--- src/rtl/conv_stream_pkg.sv ---
// rtl/conv_stream_pkg.sv - shared types and constants for the convolution stream ports
package conv_stream_pkg;

    localparam int WORD_WIDTH = 16;
    localparam int NUM_BANKS  = 2;

    typedef logic [WORD_WIDTH-1:0] word_t;
    typedef logic                  bank_sel_t;

endpackage

--- src/rtl/x_frame_bank.sv ---
// rtl/x_frame_bank.sv - two-bank LENX x WIDTH frame store, one write port, one async read port
module x_frame_bank
    import conv_stream_pkg::*;
#(
    parameter int WIDTH = 16,
    parameter int LENX  = 8,
    parameter int ADDRX = 3
) (
    input  logic             clk,
    input  logic             we,
    input  bank_sel_t        wr_bank,
    input  logic [ADDRX-1:0] wr_addr,
    input  logic [WIDTH-1:0] wr_data,
    input  bank_sel_t        rd_bank,
    input  logic [ADDRX-1:0] rd_addr,
    output logic [WIDTH-1:0] rd_data
);

    // Contents need no reset: a bank is only read after its full flag is set.
    logic [WIDTH-1:0] mem [NUM_BANKS][LENX];

    always_ff @(posedge clk) begin
        if (we) begin
            mem[wr_bank][wr_addr] <= wr_data;
        end
    end

    assign rd_data = mem[rd_bank][rd_addr];

endmodule

--- src/rtl/conv_x_transmitter.sv ---
// rtl/conv_x_transmitter.sv - ping-pong framed sender for the convolution engine x-sample port
module conv_x_transmitter
    import conv_stream_pkg::*;
#(
    parameter int WIDTH = 16,
    parameter int LENX  = 8,
    parameter int ADDRX = 3,
    parameter int CNTW  = 8
) (
    input  logic             clk,
    input  logic             reset,
    input  logic [WIDTH-1:0] ld_data,
    input  logic             ld_valid,
    output logic             ld_ready,
    output logic [WIDTH-1:0] m_data_out_x,
    output logic             m_valid_x,
    input  logic             m_ready_x,
    output logic             m_last_x,
    output logic             frame_sent,
    output logic [CNTW-1:0]  frame_count,
    output logic             busy
);

    localparam logic [ADDRX-1:0] LAST_PTR = ADDRX'(LENX - 1);

    logic [ADDRX-1:0]     ld_ptr;
    logic [ADDRX-1:0]     tx_ptr;
    bank_sel_t            ld_bank;
    bank_sel_t            tx_bank;
    logic [NUM_BANKS-1:0] full;
    logic [NUM_BANKS-1:0] full_next;
    logic [WIDTH-1:0]     rd_data;
    logic                 ld_fire;
    logic                 ld_wrap;
    logic                 tx_load;
    logic                 tx_wrap;

    assign ld_ready = !full[ld_bank];
    assign ld_fire  = ld_valid && ld_ready;
    assign ld_wrap  = ld_fire && (ld_ptr == LAST_PTR);
    assign tx_load  = full[tx_bank] && (!m_valid_x || m_ready_x);
    assign tx_wrap  = tx_load && (tx_ptr == LAST_PTR);

    // Set and clear can only collide on the same bank if it were both empty and full,
    // so applying them in sequence is safe.
    always_comb begin
        full_next = full;
        if (ld_wrap) full_next[ld_bank] = 1'b1;
        if (tx_wrap) full_next[tx_bank] = 1'b0;
    end

    x_frame_bank #(
        .WIDTH (WIDTH),
        .LENX  (LENX),
        .ADDRX (ADDRX)
    ) u_bank (
        .clk     (clk),
        .we      (ld_fire),
        .wr_bank (ld_bank),
        .wr_addr (ld_ptr),
        .wr_data (ld_data),
        .rd_bank (tx_bank),
        .rd_addr (tx_ptr),
        .rd_data (rd_data)
    );

    always_ff @(posedge clk or negedge reset) begin
        if (!reset) begin
            ld_ptr       <= '0;
            ld_bank      <= 1'b0;
            tx_ptr       <= '0;
            tx_bank      <= 1'b0;
            full         <= '0;
            m_data_out_x <= '0;
            m_valid_x    <= 1'b0;
            m_last_x     <= 1'b0;
            frame_sent   <= 1'b0;
            frame_count  <= '0;
        end else begin
            full <= full_next;
            if (ld_fire) begin
                ld_ptr <= ld_wrap ? '0 : ld_ptr + ADDRX'(1);
                if (ld_wrap) ld_bank <= ~ld_bank;
            end
            if (tx_load) begin
                m_data_out_x <= rd_data;
                m_valid_x    <= 1'b1;
                m_last_x     <= (tx_ptr == LAST_PTR);
                tx_ptr       <= tx_wrap ? '0 : tx_ptr + ADDRX'(1);
                if (tx_wrap) tx_bank <= ~tx_bank;
            end else if (m_ready_x) begin
                m_valid_x <= 1'b0;
                m_last_x  <= 1'b0;
            end
            frame_sent <= m_valid_x && m_ready_x && m_last_x;
            if (m_valid_x && m_ready_x && m_last_x) begin
                frame_count <= frame_count + CNTW'(1);
            end
        end
    end

    assign busy = (|full) | m_valid_x | (ld_ptr != '0);

endmodule

--- config.mk ---
export PLATFORM = sky130hd
export DESIGN_NAME = conv_x_transmitter
export DESIGN_NICKNAME = d
export VERILOG_FILES = /design/src/rtl/conv_stream_pkg.sv /design/src/rtl/x_frame_bank.sv /design/src/rtl/conv_x_transmitter.sv
export SDC_FILE = /design/constraint.sdc
export NUM_CORES = 1
export LEC_CHECK = 0
export CAP_MARGIN = 30
export CORE_MARGIN = 2
export CORE_UTILIZATION = 32
export CTS_CLUSTER_SIZE = 10
export DETAILED_ROUTE_END_ITERATION = 16
export GPL_TIMING_DRIVEN = 0
export HOLD_SLACK_MARGIN = 0.12
export PLACE_DENSITY_LB_ADDON = 0.15
export RECOVER_POWER = 50
export SYNTH_ARGS = -nofsm -noshare
export SYNTH_HDL_FRONTEND = slang
export SYNTH_SLANG_ARGS = --single-unit
--- constraint.sdc ---
create_clock -name clk -period 4 [get_ports clk]
set_clock_uncertainty 0.15 [all_clocks]
set_input_delay 1.2 -clock clk [delete_from_list [all_inputs] [get_ports clk]]
set_output_delay 1.2 -clock clk [all_outputs]
set_load 0.005 [all_outputs]
After elaboration in Yosys (flattened, before gate mapping)
Memory sizes are Yosys's and may differ from the RTL's.
Cells that the tools add are included.
Word-level totals
  bits in writable memories: 256
  word-level logic and storage cells: 71
  memories: 1
  output and inout bits: 29
  bits of input ports: 20
  register bits after elaboration: 37
Cells by class
  add/sub/neg operators: 3
  equal/unequal tests: 2
  order comparisons: 7
  reduce and logical (&&, ||, !) cells: 17
  muxes and demuxes: 22
  bitwise gates (word level): 9
Memories
  u_bank.mem: depth 2, bits a word 128, read ports 1, clocked after Yosys merged registers in 0, write ports 1, RTL line x_frame_bank.sv:20  | logic [WIDTH-1:0] mem [NUM_BANKS][LENX];
Operators by type and width (count)
  2-to-1 mux 128 bit: 1
  binary-select mux 16 bit (select 3 bit): 1
  demux 16 bit (select 3 bit): 1
  2-to-1 mux 16 bit: 3
  2-to-1 mux 1 bit: 10
  logical AND 1 bit: 9
  adder 8 x 1 -> 8 bit (second input constant): 1
  >= comparator 4 bit (second input constant): 2
  NOT 3 -> 4 bit: 2
  adder 3 x 1 -> 3 bit (second input constant): 2
  equality test 3 bit (second input constant): 2
  2-to-1 mux 3 bit: 2
  < comparator 1 x 2 -> 1 bit (second input constant): 2
  < comparator 4 x 1 -> 1 bit (second input constant): 1
  2-to-1 mux 2 bit: 2
  AND reduction 2 bit: 2
  nonzero test 3 bit: 1
  bitwise AND 2 bit: 1
  demux 1 bit (select 1 bit): 2
  >= comparator 1 bit (second input constant): 2
  zero test 1 bit: 2
  NOT 1 bit: 2
  NOT 2 bit: 1
  bitwise OR 1 bit: 2
  other kinds (4): 4

Longest topological paths before layout
Gate-level depths: netlist (run 1).
  word-level depth: 8
  gate-level depth with buffers: 7
  mapped depth without buffers: 5

By module
A second synthesis (run 1) with hierarchy kept.
Second synthesis, totals
  cell total of the unflattened synthesis: 539
  area total of the unflattened synthesis: 11419.7 um^2
By module, submodules not included
  x_frame_bank: times used 1, cells each 420, area an instance 9834.4 um^2, seq. area each 7687.4 um^2
  conv_x_transmitter: times used 1, cells each 119, area an instance 1585.3 um^2, seq. area each 925.9 um^2

Worst setup path after synthesis (run 1)
No wires, ideal clock.
  kind: input -> register
  start point: input port ld_valid
  end point: memory u_bank.mem[0][100] (netlist bit), enable pin
  cell stages on the path: 4
  path buffers: 1
  required time: 3420 ps
  arrival: 3126 ps
  setup time: 430 ps
  slack: 294 ps
  cells stage by stage: and2_1 > buf_2 > nand2_1 > nor4_1
Between the ends
  longest elaborated chain between the ends: 3
RTL lines
  from (decl): RTL line conv_x_transmitter.sv:13  | input logic ld_valid,
  logical AND 1 bit: RTL line conv_x_transmitter.sv:39  | assign ld_fire = ld_valid && ld_ready;
  2-to-1 mux 1 bit: RTL line x_frame_bank.sv:23  | if (we) begin
  2-to-1 mux 128 bit (implied by the code): RTL line x_frame_bank.sv:24  | mem[wr_bank][wr_addr] <= wr_data;
  to (decl): RTL line x_frame_bank.sv:20
Every way passes these cells.

Worst setup path after layout (run 1)
  start point: register ld_ptr[1]
  end point: output port busy
Between the ends
  longest elaborated chain between the ends: 2
RTL lines
  from (decl): RTL line conv_x_transmitter.sv:26  | logic [ADDRX-1:0] ld_ptr;
  from (signal assigned): RTL line conv_x_transmitter.sv:82  | ld_ptr <= ld_wrap ? '0 : ld_ptr + ADDRX'(1);
  nonzero test 3 bit: RTL line conv_x_transmitter.sv:102  | assign busy = (|full) | m_valid_x | (ld_ptr != '0);
  bitwise OR 1 bit: RTL line conv_x_transmitter.sv:102
  to (decl): RTL line conv_x_transmitter.sv:21  | output logic busy
Every way passes these cells.

==> results by group, run 1 <==
Clock tree
  – H-tree Lvls: 2
  – Clk buf depth: 3
  – Hold buffer count at CTS: 0
  – Num CTS Buffers: 35
  – TritonCTS clock tree: built
  – CTS resizes: 0
  – Clock latency at the later pin of the worst-skew pair: 0.51 ns
  – CTS root buffer: clkbuf_16
  – Reg clk slew, reported paths: about 0.05 ns
  – Post-CTS Setup Inserts: 0
  – Clock sinks: ~290

Yosys
  – Synth top area cells: edfxtp_1 68%, mux4_2 12%, dfrtp_1 8.1%
  – Main flop type after synthesis: edfxtp_1
  – Cell variety after synth: 35
  – Synth Net Count: between 500 and 600
  – Synth Area per Inst: 20.9 um^2
  – Post-synth top area share: between 60% and 70%
  – Yosys warns: 0
  – Yosys top cell by area: edfxtp_1
  – Top post-synthesis cells by count: 256 x edfxtp_1, 61 x mux4_2, 37 x dfrtp_1
  – Asr flop ratio synth: around 13%
  – Netlist Area Pre-Place: about 0.011 mm^2
  – Post-synth EDFFs: 256
  – Most common cell in the synthesized netlist: edfxtp_1
  – Seq/Total Area, Yosys: 75.7%
  – Flops & latches, synth: about 290
  – Mapped Cells: roughly 540

Timing
  – Worst slew pin tran: between 1.5 and 2 ns
  – Fin crit period: between 3 and 4 ns
  – RSZ-0062 raised after global routing: no
  – Fmax achieved: around 270 MHz
  – Worst setup margin: between 0.2 and 0.25 ns
  – Sum Neg Setup Slack: 0 ns
  – Fin. max-slew vios: 32
  – Number of setup violations in the final report: 0
  – Final Hold Viols: 0
  – Max_slew headroom: -22.6%
  – Period utilisation layout: a little over nine tenths

Floorplanning
  – Die Y: 193 um
  – Die X: between 150 and 200 um
  – Io pins: slightly below 50
  – Core Footprint: 0.0353 mm^2
  – Initial Utilization: approximately 32%
  – # rows: about 70
  – DIE AREA: 0.0371 mm^2

Worst setup path
  – Crit path launch type: flip-flop
  – Worst-path fanout max: 10
  – CP max stage cell: clkdlybuf4s50_1
  – Crit Path Class: reg -> out
  – CP peak stage delay: roughly 0.5 ns
  – Worst-path cell chain: clkbuf_1 -> inv_1 -> ha_1 -> nand3b_1 -> clkdlybuf4s50_1
  – Endpoint type of the worst setup path: primary output
  – R2r worst-path depth: 7
  – Critical path data arrival time: between 2 and 2.5 ns
  – CP Data Required Time: roughly 2.7 ns

Placement
  – IO buf count: 48
  – DP HPWL: between 15,000 and 20,000 um
  – Inst Count DP: between 1,000 and 1,500
  – Setup slack at placement: 0.0776 ns
  – Final GP Congestion: 0.803

GRT
  – Vias in the first global route: 5,964
  – Pin count of the biggest net entering global routing: 32
  – GRT busiest layer: met2
  – Initial antenna violation count: 0
  – GR Overflow Total: 0
  – Total global-route track usage: between 10% and 20%
  – Met1 usage: about 19%
  – Grt met3 use: under 10%
  – GR Util met2: about a quarter
  – First-pass GRT wire length: 38,800 um

Final layout
  – Diode count: 0
  – Fin util: approximately two fifths
  – Area delta synth->final: 21.5%
  – Layout Cells excl Fill: roughly 1,100
  – Share of cells above drive strength 1: between 20% and 30%
  – Nets: between 600 and 700

Power and ir drop
  – Final total power: roughly 0.0095 W
  – Max IR drop VDD: about 270 uV
  – P_leak: between 4 and 5 nW
  – Power Density: 685 mW/mm^2

Route
  – Final routed DRC violation total: 0
  – Routed length per instance: 23.2 um
  – Post-DRT Antenna Nets: 0
  – Vias per cell: roughly 4.9
  – WL final: between 20,000 and 30,000 um
  – DR vias: between 5,000 and 6,000
  – DRT iter0 DRCs: 386
  – Drt pass-1 iters: 6

Run status
  – Failing checks: max-capacitance violations, max-slew violations
  – Status: finished with violations

Min path
  – Tightest Hold Check Type: reg -> reg
  – Worst hold path stage count: 1

Job
  – Max cap viols: 1
==> routing by layer <==
layer,wire [um],share of wire (%)
met1,11500,44
met2,13200,50
met3,958,3.6
met4,754,2.9
met5,0,0
==> cells by family (layout without fill, tap and decap cells) <==
| logic type | count (synthesis) | in the layout | share of synthesized area (%) |
|---|---|---|---|
| simple gates | 59 | 59 | 2.52 |
| compound gates | 55 | 55 | 3.23 |
| flops | 293 | 293 | 75.7 |
| buf+inv | 34 | 170 | 2.23 |
| xor+xnor | 9 | 9 | 0.693 |
| mux | 88 | 88 | 14.9 |
| fa+ha+maj | 6 | 6 | 0.660 |
==> report_power, final <==
group          internal [W]  switching [W]
Sequential          0.00368       0.000145
Combinational       0.00132        0.00148
Clock               0.00169        0.00114
Total               0.00670        0.00277
==> through the flow <==
step	cell area (um^2)	hold WS, ns
after floorplan	11400	0.318
after global placement	12400	0.314
after detailed placement	12800	0.319
after CTS	13800	0.331
after global routing	13800	0.342
final	13800	0.323
==> cell type report <==
type                       count  area, um^2
tap                          461         577
buffer                        29         234
clock buffer                  58         993
timing repair buffer          76         779
fill                        3141       21500
multi-input combinational    217        2580
clock inverter                 2        25.0
inverter                       5        18.8
sequential                   293        8610
==> layout by cell type (no fill, tap or decap), drive strengths merged <==
cell type	n
o21ai	10
o22ai	13
dfrtp	37
and2	1
nand2b	6
clkdlybuf4s50	29
nor3	12
xor2	2
nand3	7
edfxtp	256
buf	49
a21o	15
mux4	64
clkbuf	67
nand3b	1
dlygate4sd3	18
clkinv	1
nand4	2
nor2	5
a211oi	13
mux2	3
nor4	4
o22a	1
inv	6
mux2i	21
a31oi	2
or2	1
nand2	19
ha	6
a21oi	1
xnor2	7
or3	1
==> critical path, delay by kind of cell, from the launching register on <==
| kind | cells | cell delay, ns |
|---|---|---|
| fa+ha+maj | 1 | 0.24 |
| buf+inv | 3 | 1.22 |
| flops | 1 | 0.37 |
| simple gates | 1 | 0.08 |
==> sequential cells by signal (all words and copies together) (netlist names) <==
name and flops:
frame_count 8, frame_sent 1, full 2, ld_bank 1, ld_ptr 3, m_data_out_x 16, m_last_x 1, m_valid_x 1
tx_bank 1, tx_ptr 3, u_bank.mem 256
==> path summary, 6_finish.rpt <==
kind                                                   start                      endpoint  slack (ns)
worst min-delay path            m_data_out_x[13]$_DFFE_PN0P_  m_data_out_x[13]$_DFFE_PN0P_        0.32
worst max-delay path                   ld_ptr[1]$_DFFE_PN0N_                          busy        0.24
worst max register to register             full[1]$_DFF_PN0_  u_bank.mem[0][111]$_DFFE_PP_        1.00
worst min register to register  m_data_out_x[13]$_DFFE_PN0P_  m_data_out_x[13]$_DFFE_PN0P_        0.32
max in group asynchronous                              reset   m_data_out_x[0]$_DFFE_PN0P_        1.10
min in group asynchronous                              reset  m_data_out_x[10]$_DFFE_PN0P_        0.50
Power figures use the tool's default switching activity.
==> run 2: changes to the inputs <==
--- a/config.mk
+++ b/config.mk
@@ -14,6 +14,7 @@
 export HOLD_SLACK_MARGIN = 0.12
 export PLACE_DENSITY_LB_ADDON = 0.15
 export RECOVER_POWER = 50
+export SLEW_MARGIN = 20
 export SYNTH_ARGS = -nofsm -noshare
 export SYNTH_HDL_FRONTEND = slang
 export SYNTH_SLANG_ARGS = --single-unit
==> run 2 against run 1 <==
The flow still finishes with violations (max-capacitance violations, max-slew violations). Register-to-register slack better by 0.12 ns. Utilization down 0.074 points. Critical path depth did not move. Sequential share of layout area is 0.12 points higher. Global-route usage up 0.11 points. Cell count increased by 0.61%. Routed wire length increased by 1.1%. Count of clock-buffer cells in the layout rose by 3. Critical endpoint unchanged.
==> results by group, run 2 (same netlist as run 1, synthesis figures left out) <==
Clock tree
  – Post-CTS Setup Inserts: 0
  – Hold buffer count at CTS: 0
  – CTS root buffer: clkbuf_16
  – Clk buf depth: 3
  – Clock sinks: 293
  – H-tree Lvls: 2
  – Clock latency at the later pin of the worst-skew pair: 0.51 ns
  – TritonCTS clock tree: built
  – Num CTS Buffers: 35
  – CTS resizes: 0
  – Reg clk slew, reported paths: about 0.06 ns

Timing
  – Worst slew pin tran: between 1.5 and 2 ns
  – Period utilisation layout: 93.4%
  – Max_slew headroom: -19.6%
  – Number of setup violations in the final report: 0
  – Sum Neg Setup Slack: 0 ns
  – Fmax achieved: 268 MHz
  – Fin crit period: about 3.7 ns
  – Fin. max-slew vios: 31
  – Worst hold slack: approximately 0.32 ns
  – RSZ-0062 raised after global routing: no
  – Final Hold Viols: 0

Floorplanning
  – Initial Utilization: about 32%
  – Io pins: 49
  – Die X: 193 um
  – # rows: 69
  – DIE AREA: between 0.03 and 0.04 mm^2
  – Core Footprint: around 0.035 mm^2
  – Die Y: around 190 um

Placement
  – Final GP Congestion: 0.803
  – DP HPWL: 18,000 um
  – IO buf count: 48

Route
  – WL final: 26,700 um
  – Routed length per instance: approximately 23 um
  – Post-DRT Antenna Nets: 0
  – Final routed DRC violation total: 0
  – DRT iter0 DRCs: roughly 390
  – DR vias: roughly 5,700
  – Vias per cell: slightly below 5
  – Drt pass-1 iters: 4

Power and ir drop
  – P_leak: 4.64 nW
  – Register share of total power: 40.2%
  – Comb power frac: between 20% and 30%
  – Power Density: just under 700 mW/mm^2
  – Sw frac: 29.6%
  – Int Power: ~0.0067 W
  – Max IR drop VDD: 240 uV
  – Switching pwr: 0.00281 W
  – Clock share of power: 30.1%

Final layout
  – Share of cells above drive strength 1: 25.3%
  – Diode count: 0
  – FF+latch area: roughly 0.0086 mm^2
  – Largest regs: u_bank.mem (256), m_data_out_x (16), frame_count (8)
  – Commonest non-fill, non-tap cell in the layout: edfxtp_1
  – Area delta synth->final: 21.3%
  – Largest Register: u_bank.mem
  – Nets: a little under 700
  – Most frequent cells in the layout: 256 x edfxtp_1, 61 x mux4_2, 37 x dfrtp_1
  – Max reg flops: roughly 260
  – Area occupied by multi-input gates: 0.00260 mm^2
  – # fillers: between 3,000 and 4,000

Worst setup path
  – CP Data Required Time: around 2.7 ns
  – Endpoint type of the worst setup path: primary output
  – Crit Path Class: reg -> out
  – FF-to-FF setup slack: 1.12 ns
  – Critical path data arrival time: roughly 2.4 ns
  – CP max stage cell: clkdlybuf4s50_1
  – Worst-path fanout max: 10
  – Crit path launch type: flip-flop
  – Worst-path cell chain: clkbuf_1 -> inv_1 -> ha_1 -> nand3b_1 -> clkdlybuf4s50_1
  – CP peak stage delay: 0.50 ns

GRT
  – GR Overflow Total: 0
  – First-pass GRT wire length: just under 40,000 um
  – Pin count of the biggest net entering global routing: 31
  – Initial antenna violation count: 1
  – Vias in the first global route: slightly above 6,000
  – Total global-route track usage: 14.8%

Job
  – Max cap viols: 1

Min path
  – Tightest Hold Check Type: reg -> reg

Run status
  – Failing checks: max-capacitance violations, max-slew violations
  – Status: finished with violations
[run 2: power groups by stage]
| stage | registers, W | clock network, W | logic, W |
|---|---|---|---|
| global placement | 0.00389 | 0 | 0.00275 |
| global route | 0.00386 | 0.00306 | 0.00305 |
| finish | 0.00383 | 0.00287 | 0.00282 |
| floorplan | 0.00387 | 0 | 0.00179 |
| CTS | 0.00383 | 0.00295 | 0.00290 |
| detailed placement | 0.00389 | 0 | 0.00289 |
[run 2: per-layer routing]
metal  vias to the layer above  share of wire [%]  GRT usage (%)
li1                       2475                  -              -
met1                      3011                 44           19.8
met2                       136                 49           25.0
met3                        43                3.7           2.27
met4                         0                2.8           4.73
met5                         -                  0              0
[run 2: area by class of cell]
class	instances	area share, %
plain buffers	29	1.70
clock buffers	61	7.28
clock inverters	3	0.218
inverters	5	0.136
multi-input cells	217	18.8
flip-flops and latches	293	62.4
well taps	461	4.18
repair buffers	79	5.20
[run 2: worst paths after layout]
check / startpoint / to / cells past startpoint
max: ld_ptr[1]$_DFFE_PN0N_ / busy / 5
min reg2reg: m_data_out_x[6]$_DFFE_PN0P_ / m_data_out_x[6]$_DFFE_PN0P_ / 1
max reg2reg: full[1]$_DFF_PN0_ / u_bank.mem[1][59]$_DFFE_PP_ / 7
min in group asynchronous: reset / m_data_out_x[7]$_DFFE_PN0P_ / 1
min: m_data_out_x[6]$_DFFE_PN0P_ / m_data_out_x[6]$_DFFE_PN0P_ / 1
max in group asynchronous: reset / ld_ptr[0]$_DFFE_PN0N_ / 2
[run 2: metrics by stage]
stage | setup slack (ns) | util [%] | area (um^2) | instances | total power, W
5_1_grt | 0.0715 | 39.1 | 13800 | 1148 | 0.00998
3_3_place_gp | -2.48 | 35.2 | 12400 | 1053 | 0.00664
3_5_place_dp | 0.214 | 36.2 | 12800 | 1084 | 0.00678
2_1_floorplan | 0.294 | - | 11400 | 544 | 0.00566
4_1_cts | 0.222 | 39.1 | 13800 | 1148 | 0.00968
6_report | 0.265 | 39.1 | 13800 | 1148 | 0.00952
[run 2: critical path, delay by kind of cell, from the launching register on]
| family | cells | cell delay [ns] |
|---|---|---|
| buffers and inverters | 3 | 1.20 |
| flip-flops | 1 | 0.37 |
| adder cells (fa/ha/maj) | 1 | 0.24 |
| AND/OR/NAND/NOR | 1 | 0.08 |
==> run 3: changes to the inputs <==
--- a/config.mk
+++ b/config.mk
@@ -13,7 +13,6 @@
 export GPL_TIMING_DRIVEN = 0
 export HOLD_SLACK_MARGIN = 0.12
 export PLACE_DENSITY_LB_ADDON = 0.15
-export RECOVER_POWER = 50
 export SLEW_MARGIN = 20
 export SYNTH_ARGS = -nofsm -noshare
 export SYNTH_HDL_FRONTEND = slang
==> run 3 against run 2 <==
Hold slack about the same. Count of clock-buffer cells in the layout is the same. Critical path type unchanged. Sequential share of layout area is 0.085 points lower. Cell count stayed put. Via count down 1.1%. Combinational power is essentially flat. Critical path depth did not move. First-iteration DRC count is 3.6% lower. The run now ends clean. Clock power barely moved. Sequential power about the same. Register-to-register slack better by 0.18 ns.
==> results by group, run 3 (same netlist as run 1, synthesis figures left out) <==
Run status
  – Status: completed

Final layout
  – Largest Register: u_bank.mem
  – Layout Cells excl Fill: around 1,100
  – Area delta synth->final: 21.5%
  – Nets: slightly below 700
  – Area occupied by multi-input gates: ~0.0026 mm^2
  – Most frequent cells in the layout: 256 x edfxtp_1, 61 x mux4_2, 47 x clkdlybuf4s50_1
  – # fillers: about 3,200
  – Commonest non-fill, non-tap cell in the layout: edfxtp_1
  – Diode count: 0
  – FF+latch area: between 0.008 and 0.009 mm^2
  – Final Instance Area: around 0.014 mm^2
  – Max reg flops: roughly 260
  – Share of cells above drive strength 1: between 20% and 30%
  – Largest regs: u_bank.mem (256), m_data_out_x (16), frame_count (8)

Route
  – Post-DRT Antenna Nets: 0
  – Drt pass-1 iters: 4
  – Vias per cell: 4.88
  – WL final: about 27,000 um
  – DRT iter0 DRCs: 377
  – Routed length per instance: 23.3 um
  – Final routed DRC violation total: 0
  – DR vias: around 5,600

Clock tree
  – H-tree Lvls: 2
  – CTS root buffer: clkbuf_16
  – Post-CTS Setup Inserts: 0
  – CTS resizes: 0
  – Reg clk slew, reported paths: 0.06 ns
  – Num CTS Buffers: 35
  – Clk buf depth: 3
  – Hold buffer count at CTS: 0
  – TritonCTS clock tree: built
  – Clock latency at the later pin of the worst-skew pair: 0.51 ns
  – Clock sinks: 293

Placement
  – Inst Count DP: about 1,100
  – IO buf count: between 40 and 50
  – Final GP Congestion: ~0.8
  – DP HPWL: ~18,000 um
  – Cell Area, Placed: 0.0128 mm^2

GRT
  – GR Overflow Total: 0
  – GRT busiest layer: met2
  – Vias in the first global route: just over 6,000
  – Grt met3 use: roughly 2.3%
  – Total global-route track usage: 14.8%
  – Met1 usage: about a fifth
  – Initial antenna violation count: 1
  – First-pass GRT wire length: between 30,000 and 40,000 um
  – GR Util met2: around a quarter
  – Pin count of the biggest net entering global routing: 31

Worst setup path
  – Worst-path cell chain: clkbuf_1 -> inv_1 -> ha_1 -> nand3b_1 -> clkdlybuf4s50_1
  – Crit path launch type: flip-flop
  – Critical path data arrival time: 2.39 ns
  – Endpoint type of the worst setup path: primary output
  – CP peak stage delay: roughly 0.5 ns
  – CP max stage cell: clkdlybuf4s50_1
  – CP Data Required Time: about 2.7 ns
  – Crit Path Class: reg -> out
  – Worst-path fanout max: 10

Timing
  – Worst hold slack: 0.324 ns
  – Period utilisation layout: between 90% and 100%
  – Fmax achieved: about 270 MHz
  – Final Hold Viols: 0
  – Fin crit period: between 3 and 4 ns
  – Fin. max-slew vios: 0
  – Worst slew pin tran: about 0.81 ns
  – Max_slew headroom: a little under half
  – Number of setup violations in the final report: 0
  – Sum Neg Setup Slack: 0 ns
  – RSZ-0062 raised after global routing: no

Floorplanning
  – Io pins: between 40 and 50
  – # rows: around 70
  – Die Y: roughly 190 um
  – DIE AREA: 0.0371 mm^2
  – Initial Utilization: 32.2%
  – Die X: 193 um
  – Core Footprint: about 0.035 mm^2

Power and ir drop
  – P_leak: between 4 and 5 nW
  – Max IR drop VDD: between 200 and 250 uV
  – Sw frac: 29.5%
  – Switching pwr: ~0.0028 W
  – Clock share of power: a little under a third
  – Register share of total power: ~40%
  – Int Power: about 0.0067 W
  – Comb power frac: about 30%
  – Power Density: roughly 690 mW/mm^2

Min path
  – Tightest Hold Check Type: reg -> reg

Job
  – Max cap viols: 0
==> run 3: cell count changes in the layout (fill, tap and decap cells not counted), sizes merged <==
cell           previous run  this run
dlygate4sd3              18         0
buf                      53        56
clkbuf                   69        66
clkdlybuf4s50            29        47
==> run 3: cell type report <==
class                           instances  area share (%)
Buffer                                 29            1.70
Clock buffer                           61            7.27
Clock inverter                          3           0.217
Inverter                                5           0.136
Multi-Input combinational cell        217            18.8
Sequential cell                       293            62.4
Tap cell                              461            4.18
Timing Repair Buffer                   79            5.32
==> run 3: path summary, 6_finish.rpt <==
check,startpoint,end,slack [ns],cells past startpoint
max reg2reg,full[1]$_DFF_PN0_,u_bank.mem[1][59]$_DFFE_PP_,1.30,7
min reg2reg,m_data_out_x[6]$_DFFE_PN0P_,m_data_out_x[6]$_DFFE_PN0P_,0.32,1
min,m_data_out_x[6]$_DFFE_PN0P_,m_data_out_x[6]$_DFFE_PN0P_,0.32,1
min in group asynchronous,reset,m_data_out_x[7]$_DFFE_PN0P_,0.41,1
max in group asynchronous,reset,m_data_out_x[0]$_DFFE_PN0P_,2.81,2
max,ld_ptr[1]$_DFFE_PN0N_,busy,0.26,5
==> run 3: metrics by stage <==
| stage | worst slack (ns) | util (%) | power [W] |
|---|---|---|---|
| after floorplan | 0.294 | - | 0.00566 |
| after global placement | -2.48 | 35.2 | 0.00664 |
| after detailed placement | 0.214 | 36.2 | 0.00678 |
| after CTS | 0.222 | 39.1 | 0.00968 |
| after global routing | 0.0715 | 39.1 | 0.00999 |
| final | 0.264 | 39.1 | 0.00952 |
==> run 3: critical path, delay by kind of cell (launching register included) <==
family	cells	cell delay [ns]
adders and majority gates	1	0.24
and+or+nand+nor	1	0.08
DFF	1	0.37
buffers and inverters	3	1.20
==> run 3: layer usage <==
layer,part of all wire [%],vias to the layer above
met5,0,-
met4,2.8,0
met3,5.4,43
met2,49,141
met1,43,2944
li1,-,2475
==> run 3: power by group through the flow <==
| stage | logic, W | registers [W] | clock network [W] |
|---|---|---|---|
| final | 0.00282 | 0.00383 | 0.00287 |
| after global routing | 0.00306 | 0.00386 | 0.00306 |
| after CTS | 0.00290 | 0.00383 | 0.00295 |
| after detailed placement | 0.00289 | 0.00389 | 0 |
| after global placement | 0.00275 | 0.00389 | 0 |
| after floorplan | 0.00179 | 0.00387 | 0 |
